<file path="config.mk">
export PLATFORM = sky130hd
export DESIGN_NAME = sobel_row_sequencer
export DESIGN_NICKNAME = d
export VERILOG_FILES = /design/src/rtl/sobel_row_sequencer_pkg.sv /design/src/rtl/sobel_row_sequencer_addr_gen.sv /design/src/rtl/sobel_row_sequencer.sv
export SDC_FILE = /design/constraint.sdc
export NUM_CORES = 2
export LEC_CHECK = 0
export BUFFER_PORTS_ARGS = -buffer_cell sky130_fd_sc_hd__clkbuf_2
export CELL_PAD_IN_SITES_DETAIL_PLACEMENT = 1
export CELL_PAD_IN_SITES_GLOBAL_PLACEMENT = 1
export CORE_MARGIN = 5
export CORE_UTILIZATION = 35
export CTS_BUF_LIST = sky130_fd_sc_hd__clkbuf_8 sky130_fd_sc_hd__clkbuf_16
export CTS_CLUSTER_SIZE = 10
export DETAILED_ROUTE_END_ITERATION = 8
export HOLD_SLACK_MARGIN = 0.12
export PLACE_DENSITY_LB_ADDON = 0.08
export SYNTH_ARGS = -nofsm -noshare
export SYNTH_HDL_FRONTEND = slang
export SYNTH_SLANG_ARGS = --single-unit
</file>
<file path="constraint.sdc">
create_clock -name clk -period 14.25 [get_ports clk]
set_input_delay 1.425 -clock clk [delete_from_list [all_inputs] [get_ports clk]]
set_output_delay 1.425 -clock clk [all_outputs]
set_load 0.005 [all_outputs]
</file>
<file path="src/rtl/sobel_row_sequencer_pkg.sv">
// rtl/sobel_row_sequencer_pkg.sv - shared accelerator count, widths and state encoding
// NUM_SOBEL_ACCELERATORS may be overridden on the command line; defaults to 4.
`ifndef NUM_SOBEL_ACCELERATORS
`define NUM_SOBEL_ACCELERATORS 4
`endif

package sobel_row_sequencer_pkg;
  localparam int unsigned N_ACC   = `NUM_SOBEL_ACCELERATORS;
  localparam int unsigned ADDR_W  = 32;
  localparam int unsigned CHUNK_W = N_ACC + 2;

  typedef enum logic [2:0] {
    S_IDLE  = 3'd0,
    S_CHECK = 3'd1,
    S_PRIME = 3'd2,
    S_LOAD  = 3'd3,
    S_WRITE = 3'd4,
    S_NEXT  = 3'd5,
    S_DONE  = 3'd6
  } state_t;
endpackage

</file>
<file path="src/rtl/sobel_row_sequencer_addr_gen.sv">
// rtl/sobel_row_sequencer_addr_gen.sv - sobel_addr_gen: base + (row+row_off)*n_cols + col + col_off
// All arithmetic wraps at 32 bits; no saturation.
module sobel_addr_gen
  import sobel_row_sequencer_pkg::*;
(
  input  logic [ADDR_W-1:0] i_base,
  input  logic [15:0]       i_row,
  input  logic [15:0]       i_n_cols,
  input  logic [15:0]       i_col,
  input  logic [1:0]        i_row_off,
  input  logic              i_col_off,
  output logic [ADDR_W-1:0] o_addr
);
  logic [ADDR_W-1:0] w_row;

  assign w_row  = ADDR_W'(i_row) + ADDR_W'(i_row_off);
  assign o_addr = i_base + w_row * ADDR_W'(i_n_cols) + ADDR_W'(i_col) + ADDR_W'(i_col_off);
endmodule

</file>
<file path="src/rtl/sobel_row_sequencer.sv">
// rtl/sobel_row_sequencer.sv - strip/row walker feeding N Sobel accelerators over an image
// SOBEL_SEQ_PERF_CNT_EN adds perf_cycles/perf_stalls counters and ports.
module sobel_row_sequencer
  import sobel_row_sequencer_pkg::*;
(
  input  logic              clk,
  input  logic              reset_n,
  input  logic              go,
  input  logic [15:0]       cfg_n_rows,
  input  logic [15:0]       cfg_n_cols,
  input  logic [ADDR_W-1:0] cfg_src_base,
  input  logic [ADDR_W-1:0] cfg_dst_base,
  output logic              srd_req,
  output logic [ADDR_W-1:0] srd_addr,
  input  logic              srd_ack,
  output logic              srow_shift,
  output logic              swt_req,
  output logic [ADDR_W-1:0] swt_addr,
  input  logic              swt_ack,
  output logic              busy,
  output logic              done,
  output logic              cfg_err
`ifdef SOBEL_SEQ_PERF_CNT_EN
  ,
  output logic [31:0]       perf_cycles,
  output logic [31:0]       perf_stalls
`endif
);
  state_t            r_state, w_state_nxt;
  logic [15:0]       r_n_rows, r_n_cols, r_row, r_col;
  logic [15:0]       w_row_nxt, w_col_nxt;
  logic [ADDR_W-1:0] r_src, r_dst;
  logic              r_prime_cnt, w_prime_nxt;
  logic              r_cfg_err, w_err_nxt;
  logic              w_latch;
  logic [1:0]        w_rd_row_off;
  logic [16:0]       w_row_p3, w_col_end, w_col_step;
  logic [ADDR_W-1:0] w_rd_addr, w_wt_addr;

  assign w_row_p3   = {1'b0, r_row} + 17'd3;
  assign w_col_end  = {1'b0, r_col} + 17'(CHUNK_W);
  assign w_col_step = {1'b0, r_col} + 17'(N_ACC);

  always_comb begin
    w_state_nxt  = r_state;
    w_row_nxt    = r_row;
    w_col_nxt    = r_col;
    w_prime_nxt  = r_prime_cnt;
    w_err_nxt    = r_cfg_err;
    w_latch      = 1'b0;
    w_rd_row_off = 2'd0;
    srd_req      = 1'b0;
    swt_req      = 1'b0;
    done         = 1'b0;
    busy         = (r_state != S_IDLE);
    case (r_state)
      S_IDLE: if (go) begin
        w_latch     = 1'b1;
        w_err_nxt   = 1'b0;
        w_state_nxt = S_CHECK;
      end
      S_CHECK: begin
        if (r_n_rows < 16'd3 || {1'b0, r_n_cols} < 17'(CHUNK_W)) begin
          w_err_nxt   = 1'b1;
          w_state_nxt = S_DONE;
        end else begin
          w_row_nxt   = '0;
          w_col_nxt   = '0;
          w_prime_nxt = 1'b0;
          w_state_nxt = S_PRIME;
        end
      end
      S_PRIME: begin
        srd_req      = 1'b1;
        w_rd_row_off = {1'b0, r_prime_cnt};
        if (srd_ack) begin
          w_prime_nxt = 1'b1;
          if (r_prime_cnt) w_state_nxt = S_LOAD;
        end
      end
      S_LOAD: begin
        srd_req      = 1'b1;
        w_rd_row_off = 2'd2;
        if (srd_ack) w_state_nxt = S_WRITE;
      end
      S_WRITE: begin
        swt_req = 1'b1;
        if (swt_ack) w_state_nxt = S_NEXT;
      end
      S_NEXT: begin
        if (w_row_p3 < {1'b0, r_n_rows}) begin
          w_row_nxt   = r_row + 16'd1;
          w_state_nxt = S_LOAD;
        end else if (w_col_end < {1'b0, r_n_cols}) begin
          // Final strip is pulled left so it ends exactly on the last column.
          if (w_col_step + 17'(CHUNK_W) > {1'b0, r_n_cols})
            w_col_nxt = r_n_cols - 16'(CHUNK_W);
          else
            w_col_nxt = w_col_step[15:0];
          w_row_nxt   = '0;
          w_prime_nxt = 1'b0;
          w_state_nxt = S_PRIME;
        end else begin
          w_state_nxt = S_DONE;
        end
      end
      S_DONE: begin
        done        = 1'b1;
        w_state_nxt = S_IDLE;
      end
      default: w_state_nxt = S_IDLE;
    endcase
  end

  always_ff @(posedge clk or negedge reset_n) begin
    if (!reset_n) begin
      r_state     <= S_IDLE;
      r_n_rows    <= '0;
      r_n_cols    <= '0;
      r_src       <= '0;
      r_dst       <= '0;
      r_row       <= '0;
      r_col       <= '0;
      r_prime_cnt <= 1'b0;
      r_cfg_err   <= 1'b0;
    end else begin
      r_state     <= w_state_nxt;
      r_row       <= w_row_nxt;
      r_col       <= w_col_nxt;
      r_prime_cnt <= w_prime_nxt;
      r_cfg_err   <= w_err_nxt;
      if (w_latch) begin
        r_n_rows <= cfg_n_rows;
        r_n_cols <= cfg_n_cols;
        r_src    <= cfg_src_base;
        r_dst    <= cfg_dst_base;
      end
    end
  end

  sobel_addr_gen u_rd_addr (
    .i_base    (r_src),
    .i_row     (r_row),
    .i_n_cols  (r_n_cols),
    .i_col     (r_col),
    .i_row_off (w_rd_row_off),
    .i_col_off (1'b0),
    .o_addr    (w_rd_addr)
  );

  sobel_addr_gen u_wt_addr (
    .i_base    (r_dst),
    .i_row     (r_row),
    .i_n_cols  (r_n_cols),
    .i_col     (r_col),
    .i_row_off (2'd1),
    .i_col_off (1'b1),
    .o_addr    (w_wt_addr)
  );

  assign srd_addr   = srd_req ? w_rd_addr : '0;
  assign swt_addr   = swt_req ? w_wt_addr : '0;
  assign srow_shift = srd_req & srd_ack;
  assign cfg_err    = r_cfg_err;

`ifdef SOBEL_SEQ_PERF_CNT_EN
  logic [31:0] r_perf_cycles, r_perf_stalls;
  logic        w_stall;

  assign w_stall = (srd_req & ~srd_ack) | (swt_req & ~swt_ack);

  always_ff @(posedge clk or negedge reset_n) begin
    if (!reset_n) begin
      r_perf_cycles <= '0;
      r_perf_stalls <= '0;
    end else if (w_latch) begin
      r_perf_cycles <= '0;
      r_perf_stalls <= '0;
    end else begin
      if (busy && r_perf_cycles != '1)    r_perf_cycles <= r_perf_cycles + 32'd1;
      if (w_stall && r_perf_stalls != '1) r_perf_stalls <= r_perf_stalls + 32'd1;
    end
  end

  assign perf_cycles = r_perf_cycles;
  assign perf_stalls = r_perf_stalls;
`endif
endmodule

</file>
==> metrics.csv <==
stage,metric,value,unit
cells_and_area,drive_gt1_share,9.70,%
synth,syn_avg_cell_area,8.71,um^2
drt,routedWlPerCell,20.9,um
sta,fmax,86.4,MHz
sta,timing.hold.ws,525,ps
drt,ant_nets,0,
clock_network,clkTransAtPathRegs,70,ps
sta,setup_violations,0,
synth,yosys_warnings,0,
floorplan,ioPinCount,171,
sta,worst_slew_pin_slew,1290,ps
sta,rsz0062_at_grt,false,
synth,syn_area,28500,um^2
floorplan,die_y,296,um
hold_path,hold_path_startpoint,r_prime_cnt,
synth,synth.top_cells.by_area,"fa_1 (36%), dfrtp_1 (12%), ha_1 (11%)",
cells_and_area,post-route-util,38.6,%
critical_path,cp.arrival,10150,ps
sta,report.final.slew_viol_count,0,
drt,first_pass_iters,5,
critical_path,slowest_delay,580,ps
grt,first_global_vias,25702,
clock_network,cts_made_buffers,17,
clock_network,cts_setup_buffers,0,
critical_path,r2r_slack,8860,ps
placed_design,hpwl,75600,um
grt,antenna_found_initial,3,
sta,max_slew_margin,13.5,%
synth,synthArstFlopShare,100,%
critical_path,cp_data_required_time,12820,ps
sta,fin_crit,11580,ps
critical_path,timing.rr.end,r_col[3],
grt,grt_start_max_net_pins,159,
floorplan,core-area,80700,um^2
floorplan,initial_core_util,35.4,%
synth,netlist_top_cells_count,"inv_1 (713), fa_1 (509), nand2_1 (452), ha_1 (249), and2_1 (176)",
synth,synth_nets,4135,
clock_network,htreeDepth,4,
placed_design,portBuffers,170,
floorplan,die_width,296,um
critical_path,cp_slowest_cell,dfrtp_1,
clock_network,postCtsHoldBufs,0,
hold_path,min_to,r_prime_cnt,
sta,final.setup.tns,0,ps
power_and_ir_drop,ir_worst_vdd,0.000110,V
hold_path,hold_path_depth,2,
critical_path,timing.rr.start,r_col[2],
synth,synth-edff-count,0,
hold_path,hold_class,flop to flop,
synth,synth_cells,3276,
synth,ys_seq_area_share,11.7,%
power_and_ir_drop,p_per_area,150,nW/um^2
synth,synth_top_area_share,35.7,%
run,drv_cap,0,
critical_path,startpoint_type,flop,
clock_network,insertion_delay,520,ps
synth,synth_ff_type,dfrtp_1,
cells_and_area,final_nets,4207,
drt,drt_iter0_drc,773,
clock_network,root_buffer,clkbuf_16,
clock_network,cts_max_path_buffers,2,
grt,grt_usage,21.9,%
sta,fin_skew,12.4,ps
drt,via_per_inst,5.01,
sta,hold_viol_final,0,
critical_path,endpoint_kind,primary output,
placed_design,gp_congestion,0.861,
cells_and_area,areaGrowthSynthToFinish,9.02,%
grt,grt_pass1_wl,148000,um
sta,min_period_over_period,81.3,%
critical_path,reg2reg_depth,18,
drt,drc,0,
clock_network,cts_tree,done,
drt,dr_total_vias,22133,
synth,yosysTopAreaCell,fa_1,
run_status,status,finished clean,
critical_path,worst_path_most_repeated_cell,fa_1,
critical_path,path_max_fanout,32,
clock_network,numClockSinks,133,
floorplan,rows,104,
synth,synth.most_common_cell,inv_1,
power_and_ir_drop,cellLeakagePower,15.5,nW
clock_network,cts-resized-gates,0,
power_and_ir_drop,total_power,4.68,mW
floorplan,dieArea,87400,um^2
drt,wirelength,92400,um
critical_path,path_class,flop to primary output,
synth,synth.distinct_cells,84,
synth,ys_ff_latch,133,
grt,overflow,0,
[how the worst max path moves through the flow]
| stage | startpoint | end | slack, ps | depth (start not counted) |
|---|---|---|---|---|
| 3_5_place_dp | r_state[2] | srd_addr[31] | 3010 | 33 |
| 5_1_grt | r_state[2] | srd_addr[31] | 1980 | 33 |
| 2_1_floorplan | r_state[1] | srd_addr[25] | 4940 | 32 |
| 6_report | r_state[2] | srd_addr[31] | 2670 | 33 |
| 4_1_cts | r_state[2] | srd_addr[31] | 2410 | 33 |
| 3_3_place_gp | r_state[2] | srd_addr[31] | 3180 | 33 |
[per-layer routing]
layer / up-vias / wire length [um] / track usage (%)
met2: 338 / 45200 / 38.1
met3: 95 / 2380 / 2.45
li1: 10136 / - / -
met4: 0 / 2130 / 5.50
met1: 11564 / 42700 / 29.5
met5: - / 0 / 0
[critical path: cells and delay by family (launching register included)]
kind	cells	cell delay [ps]
AND/OR/NAND/NOR	11	2360
adder cells (fa/ha/maj)	8	3760
AO/OA/AOI/OAI	5	1480
XOR/XNOR	2	320
flip-flops	1	580
buffers and inverters	7	1090
[power breakdown]
group / switching (mW) / total [mW] / internal [mW] / leakage (nW)
clock network: 0.235 / 0.488 / 0.254 / 0.283
registers: 0.126 / 0.649 / 0.522 / 1.67
logic: 2.23 / 3.54 / 1.31 / 13.5
[flip-flops by register name (all words and copies together), names as in the netlist]
signal       count
r_col           16
cfg_err          1
r_row           16
r_src           32
r_n_cols        16
r_state          3
r_prime_cnt      1
r_dst           32
r_n_rows        16
[through the flow]
stage          cell area, um^2  worst slack, ps  std cells
2_1_floorplan            28500             4940       3276
3_3_place_gp             30500             3180       4389
3_5_place_dp             30500             3010       4389
4_1_cts                  31100             2410       4421
5_1_grt                  31100             1980       4421
6_report                 31100             2670       4422
[final cells by class]
| type | instances | area [um^2] |
|---|---|---|
| fill | 9505 | 49600 |
| multi-input combinational | 2269 | 22000 |
| sequential | 133 | 3330 |
| inverter | 718 | 2700 |
| tap | 1060 | 1330 |
| timing repair buffer | 209 | 1160 |
| clock buffer | 19 | 453 |
| clock inverter | 13 | 135 |
| antenna | 1 | 2.50 |
[cell usage in the layout (no fill, tap or decap), types with 22 or more instances in the layout]
master / synthesis / final
xor2_1: 50 / 45
ha_1: 249 / 249
nor2_1: 169 / 169
and3_1: 30 / 30
o21ai_0: 121 / 121
a21oi_1: 73 / 73
clkbuf_2: 0 / 169
dfrtp_1: 133 / 130
nor3_1: 23 / 22
mux2_2: 36 / 36
buf_4: 1 / 38
and2_1: 176 / 176
inv_1: 713 / 713
fa_1: 509 / 509
nand2_1: 452 / 452
nand3_1: 25 / 25
a21o_1: 35 / 35
xnor2_1: 97 / 84
[kinds of logic (layout without fill, tap and decap cells)]
group           Yosys count  count (layout)  share of synthesized area (%)
flops                   133             133                           11.7
mux                      41              41                           1.60
xor+xnor                147             147                           4.51
simple gates            958             958                           15.6
fa+ha+maj               758             758                           46.6
buf+inv                 874             959                           11.7
compound gates          365             365                           8.27
other cells               0               1                              0
Note: power is estimated with default switching activity, not from simulation.
